`src/rtl/irq_ctrl.sv`:
```
// Fixed-priority interrupt controller: per-source edge detect, IDLE/PEND/ACTIVE tracking,
// enable masking and claim/complete handshake. Optional IRQ_CTRL_SYNC_EN adds 2-flop input synchronizers.
module irq_ctrl #(
  parameter int NSRC = 4,
  parameter int IDW  = 3
) (
  input  logic            clk,
  input  logic            rst,
  input  logic [NSRC-1:0] src_irq,
  input  logic            en_wr,
  input  logic [NSRC-1:0] en_wdata,
  output logic [NSRC-1:0] en_mask,
  input  logic            claim_req,
  output logic            claim_ack,
  output logic [IDW-1:0]  claim_id,
  input  logic            cmpl_valid,
  input  logic [IDW-1:0]  cmpl_id,
  output logic [NSRC-1:0] pend,
  output logic            irq_out
);

  typedef enum logic [1:0] {
    S_IDLE   = 2'd0,
    S_PEND   = 2'd1,
    S_ACTIVE = 2'd2
  } state_t;

  logic [NSRC-1:0] w_src;
  logic [NSRC-1:0] r_prev;
  logic [NSRC-1:0] w_edge;
  logic [NSRC-1:0] r_en_mask;
  logic [NSRC-1:0] r_repend;
  logic [NSRC-1:0] w_repend_nxt;
  logic [NSRC-1:0] w_pend;
  logic [NSRC-1:0] w_cand;
  logic [NSRC-1:0] w_claim_hit;
  logic [NSRC-1:0] w_cmpl_hit;
  state_t          r_state     [NSRC];
  state_t          w_state_nxt [NSRC];
  logic            w_found;
  logic [IDW-1:0]  w_idx;
  logic            r_claim_ack;
  logic [IDW-1:0]  r_claim_id;
  logic            r_irq;

`ifdef IRQ_CTRL_SYNC_EN
  logic [NSRC-1:0] r_sync1;
  logic [NSRC-1:0] r_sync2;

  // two-flop synchronizer for sources from foreign clock domains
  always_ff @(posedge clk or posedge rst) begin
    if (rst) begin
      r_sync1 <= '0;
      r_sync2 <= '0;
    end else begin
      r_sync1 <= src_irq;
      r_sync2 <= r_sync1;
    end
  end

  assign w_src = r_sync2;
`else
  assign w_src = src_irq;
`endif

  assign w_edge = w_src & ~r_prev;
  assign w_cand = w_pend & r_en_mask;

  // lowest index wins: scan downward so the last hit is the lowest candidate
  always_comb begin
    w_found = 1'b0;
    w_idx   = '0;
    for (int i = NSRC - 1; i >= 0; i--) begin
      w_found = w_found | w_cand[i];
      w_idx   = w_cand[i] ? IDW'(i) : w_idx;
    end
  end

  // per-source decode of the claim winner and the completion target
  always_comb begin
    w_claim_hit = '0;
    w_cmpl_hit  = '0;
    for (int i = 0; i < NSRC; i++) begin
      w_claim_hit[i] = claim_req & w_found & (w_idx == IDW'(i));
      w_cmpl_hit[i]  = cmpl_valid & (cmpl_id == IDW'(i + 1));
    end
  end

  // per-source state register
  always_ff @(posedge clk or posedge rst) begin
    if (rst) begin
      for (int i = 0; i < NSRC; i++) begin
        r_state[i] <= S_IDLE;
      end
      r_repend <= '0;
    end else begin
      for (int i = 0; i < NSRC; i++) begin
        r_state[i] <= w_state_nxt[i];
      end
      r_repend <= w_repend_nxt;
    end
  end

  // per-source next-state logic
  always_comb begin
    w_repend_nxt = r_repend;
    for (int i = 0; i < NSRC; i++) begin
      w_state_nxt[i] = r_state[i];
      case (r_state[i])
        S_IDLE: begin
          w_state_nxt[i] = w_edge[i] ? S_PEND : S_IDLE;
        end
        S_PEND: begin
          if (w_claim_hit[i]) begin
            w_state_nxt[i]  = S_ACTIVE;
            w_repend_nxt[i] = w_edge[i];
          end else begin
            w_state_nxt[i] = S_PEND;
          end
        end
        S_ACTIVE: begin
          if (w_cmpl_hit[i]) begin
            w_state_nxt[i]  = (r_repend[i] | w_edge[i]) ? S_PEND : S_IDLE;
            w_repend_nxt[i] = 1'b0;
          end else begin
            w_state_nxt[i]  = S_ACTIVE;
            w_repend_nxt[i] = r_repend[i] | w_edge[i];
          end
        end
        default: begin
          w_state_nxt[i]  = S_IDLE;
          w_repend_nxt[i] = 1'b0;
        end
      endcase
    end
  end

  // state decode for the pending view
  always_comb begin
    w_pend = '0;
    for (int i = 0; i < NSRC; i++) begin
      w_pend[i] = (r_state[i] == S_PEND);
    end
  end

  // edge history, enable mask and registered handshake/interrupt outputs
  always_ff @(posedge clk or posedge rst) begin
    if (rst) begin
      r_prev      <= '0;
      r_en_mask   <= '0;
      r_claim_ack <= 1'b0;
      r_claim_id  <= '0;
      r_irq       <= 1'b0;
    end else begin
      r_prev      <= w_src;
      r_en_mask   <= en_wr ? en_wdata : r_en_mask;
      r_claim_ack <= claim_req;
      r_claim_id  <= (claim_req & w_found) ? (w_idx + IDW'(1)) : '0;
      r_irq       <= |w_cand;
    end
  end

  assign en_mask   = r_en_mask;
  assign pend      = w_pend;
  assign claim_ack = r_claim_ack;
  assign claim_id  = r_claim_id;
  assign irq_out   = r_irq;

endmodule

```
`config.mk`:
```
export PLATFORM = sky130hd
export DESIGN_NAME = irq_ctrl
export DESIGN_NICKNAME = d
export VERILOG_FILES = /design/src/rtl/irq_ctrl.sv
export SDC_FILE = /design/constraint.sdc
export NUM_CORES = 1
export LEC_CHECK = 0
export BUFFER_PORTS_ARGS = -buffer_cell sky130_fd_sc_hd__clkbuf_2
export CAP_MARGIN = 10
export CORE_ASPECT_RATIO = 1.5
export CORE_UTILIZATION = 45
export CTS_BUF_LIST = sky130_fd_sc_hd__clkbuf_4 sky130_fd_sc_hd__clkbuf_8 sky130_fd_sc_hd__clkbuf_16
export DETAILED_ROUTE_END_ITERATION = 16
export GPL_TIMING_DRIVEN = 0
export PLACE_DENSITY = 0.64
export SYNTH_ARGS = -nofsm -noshare
export SYNTH_HDL_FRONTEND = slang
export SYNTH_SLANG_ARGS = --single-unit
```
`constraint.sdc`:
```
create_clock -name clk -period 3.02 [get_ports clk]
set_input_delay 0.604 -clock clk [delete_from_list [all_inputs] [get_ports clk]]
set_output_delay 0.604 -clock clk [all_outputs]
set_load 0.005 [all_outputs]
```
==> parameters.txt <==
Parameter                              Value

Run status
  Result of the run    complete, no violations

Synthesis
  Synthesized-area fraction occupied by adder cells    0.1510
  Synthesis-stage register bit count    25
  Simple logic cell fraction of the synthesized area    0.1535
  Dominant combinational cell family by area after synthesis    compound AO/OA/AOI/OAI gates
  Count of distinct cell types in the synthesized netlist    36
  Count of yosys warnings during synthesis    0
  Average instance area after synthesis    10.58 um^2
  Post-synth EDFFs    0
  XOR/XNOR Fraction of Synth Area    0
  Top cells by area in the synthesized netlist    dfrtp_1 (42%), ha_1 (15%), inv_1 (4.0%)
  Proportion of synthesized flip-flops having asynchronous set or reset    1.000
  Post-synth net total    175
  Leading area contributor after synthesis    dfrtp_1
  Top_reg_cell synth    dfrtp_1
  Proportion of synthesized chip area in sequential cells    0.4195
  Synthesized-area fraction occupied by ao, oa, aoi and oai cells    0.1879
  Post-synth design cell area    1491 um^2
  Synth top area share    0.4195
  Multiplexer share of the synthesized area    0.03020
  Number of standard cells after synthesis    141

Critical path
  Number of cells on the critical path    11
  Dominant delay contributor by cell family on the critical path    compound AO/OA/AOI/OAI gates
  Crit path arrival time    2.32 ns
  Worst reg2reg path startpoint    r_state[3]
  Peak per-stage delay on the critical path    0.41 ns
  Number of cells on the worst reg-to-reg path    11
  Element type at the critical path start    flip-flop
  Setup slack of the most critical reg-to-reg path    0.91 ns
  CP Max Fanout    8
  End of the worst register-to-register path    r_repend[2]
  Critical Path Sink Type    flip-flop
  Required @ worst endpoint    3.23 ns
  Worst Setup Path Type    flip-flop to flip-flop
  Sequence of cells on the critical path    inv_1 > ha_1 > buf_2 > nand2_1 > a32oi_1 > a21oi_1 > inv_1 > ha_1 > o211ai_2 > a211o_1 > nand3_1
  Cell type of the slowest stage on the worst timing path    dfrtp_1
  Buf+Inv Stages, Crit Path    3

Drt
  Routed WL per cell    13.63 um
  Residual antenna-violating net count after detailed routing    0
  DRC viols    0
  Per-cell via count in the routed design    5.357
  Pre-Repair DR Iteration Count    4
  Routed wire length    2904 um
  Routed via count    1141
  Initial DRC count    21

Min path
  Min-Delay Endpoint    r_prev[3]
  Hold path startpoint    src_irq[3]
  Hold Crit Depth    1
  Class of the tightest hold or removal check    input pin to flip-flop

Floorplan
  Die Footprint    3553 um^2
  Number of cell rows    25
  Height of the die    72.51 um
  Effective utilization at floorplan    0.4721
  Core footprint    3159 um^2
  I/O Pins    29
  Floorplan die width    49.01 um

GRT
  Wire length of the first global-routing pass    4974 um
  Vias in the first global route    1215
  Antenna violations before repair    0
  Maximum number of pins on one net before global-route repair    26
  Overflow left after global routing    0
  GRT Total Usage    0.1852

Power
  Reported leakage power    0.8811 nW
  Peak VDD IR    0.4701 mV
  Total power density per cell area    796.5 nW/um^2
  Post-layout power    1.378 mW

CTS
  Max clock buf depth    2
  Hold-fix buffers, CTS    0
  CTS Sinks    25
  Number of levels the H-tree was split into    1
  Clock latency of the later-clocked register in the worst-skew pair    0.27 ns
  Clock tree from TritonCTS    yes
  Postcts setup bufs    0
  Post-CTS sizing    0
  Root cell of the clock tree    clkbuf_8
  Number of buffers created by CTS    3
  CTS clk-pin slew, worst paths    0.09 ns

Cells and area
  Number of filler cells placed in the layout    290
  Fraction of final layout cells sized beyond drive strength 1    0.2717
  Area occupied by registers    625.6 um^2
  Multi-input gate area    779.5 um^2
  Final cell count without fillers    213
  Antenna diode instance count    0
  Area growth from synthesis to layout    16.02%
  Finished Core Util    0.5477
  Final Net Count    208

Placement
  Post-DP HPWL    2361 um
  Number of placed instances, taps included    209
  Port Buffers    28
  Final estimated routing congestion in global placement    0.7652

Timing
  Slew headroom    0.3648
  Final Hold Slack    0.4420 ns
  Post-layout min period    2.107 ns
  Transition time at the pin with the least slew margin    0.9517 ns
  Setup repair after global routing missed its margin    no
  Setup TNS    0 ns
  Final setup viols    0
  Clock Skew    0.003853 ns
  Final Hold Vio Count    0
  Number of slew-limit violations in the final report    0
  Max Clock Freq    0.4746 GHz
  Final period utilization    0.6976

Flow run
  Reported max-cap violation count    0
==> per-layer routing <==
layer	routed length, um	track usage	up-vias
met5	0	0	-
met4	93	0.1275	0
met3	63	0.01887	9
met2	1615	0.3565	23
met1	1131	0.1829	545
li1	-	-	564
==> how the worst max path moves through the flow <==
stage | start | end | slack (ns)
detailed placement | r_state[3] | r_repend[2] | 0.92
CTS | r_state[3] | r_repend[2] | 0.91
global route | r_state[3] | r_repend[1] | 0.77
global placement | r_state[3] | r_repend[2] | 0.98
floorplan | r_state[3] | r_repend[2] | 1.12
finish | r_state[3] | r_repend[2] | 0.91
==> stage by stage <==
stage	instance area [um^2]	setup WS [ns]
after global placement	1682	0.9812
after CTS	1730	0.9074
final	1730	0.9131
after floorplan	1491	1.123
after global routing	1730	0.7653
after detailed placement	1682	0.9242
==> cells by family after synthesis <==
logic type,after synthesis
AOI/OAI and AO/OA,35
buffers and inverters,20
adders and majority gates,18
muxes,4
and+or+nand+nor,39
DFF,25
==> power breakdown <==
| part | leakage (nW) | switching, mW | total (mW) | internal [mW] |
|---|---|---|---|---|
| Clock | 0.0217 | 0.111 | 0.205 | 0.0937 |
| Sequential | 0.315 | 0.0664 | 0.489 | 0.423 |
| Combinational | 0.545 | 0.384 | 0.684 | 0.301 |
| Total | 0.881 | 0.561 | 1.38 | 0.817 |
==> layout make-up <==
class / count / share of cell area
multi-input combinational: 96 / 0.4505
sequential: 25 / 0.3615
timing repair buffer: 28 / 0.08098
inverter: 16 / 0.03471
tap: 40 / 0.02892
clock buffer: 3 / 0.02386
buffer: 4 / 0.01518
clock inverter: 1 / 0.004338
==> cell usage after synthesis (all sizes together) (3+ instances only) <==
cell type / count
buf: 4
a22o: 3
nor2b: 6
dfrtp: 25
o21ai: 4
nand2: 14
nand4: 3
a31oi: 4
mux2: 4
nand3: 4
nor2: 4
a21oi: 7
inv: 16
o211ai: 6
ha: 18
==> registers in the layout, summed over array words and instances, names as in the netlist <==
register,cells
r_prev,4
r_repend,4
claim_id,3
claim_ack,1
en_mask,4
r_state,8
irq_out,1
==> cells in the final DEF (no fill, tap or decap), types with 2 or more instances in the layout <==
| master | n |
|---|---|
| clkbuf_2 | 28 |
| dfrtp_1 | 25 |
| ha_1 | 18 |
| inv_1 | 16 |
| nand2_1 | 14 |
| a21oi_1 | 7 |
| nor2b_1 | 6 |
| mux2_2 | 4 |
| nor2_1 | 4 |
| o211ai_1 | 4 |
| a31oi_1 | 4 |
| nand3_1 | 4 |
| buf_2 | 3 |
| o21ai_0 | 3 |
| clkbuf_8 | 3 |
| a22o_1 | 2 |
| nand4_1 | 2 |
| o211ai_2 | 2 |
| nand3b_1 | 2 |
| a211o_1 | 2 |
| and3_1 | 2 |
Power figures use the tool's default switching activity.
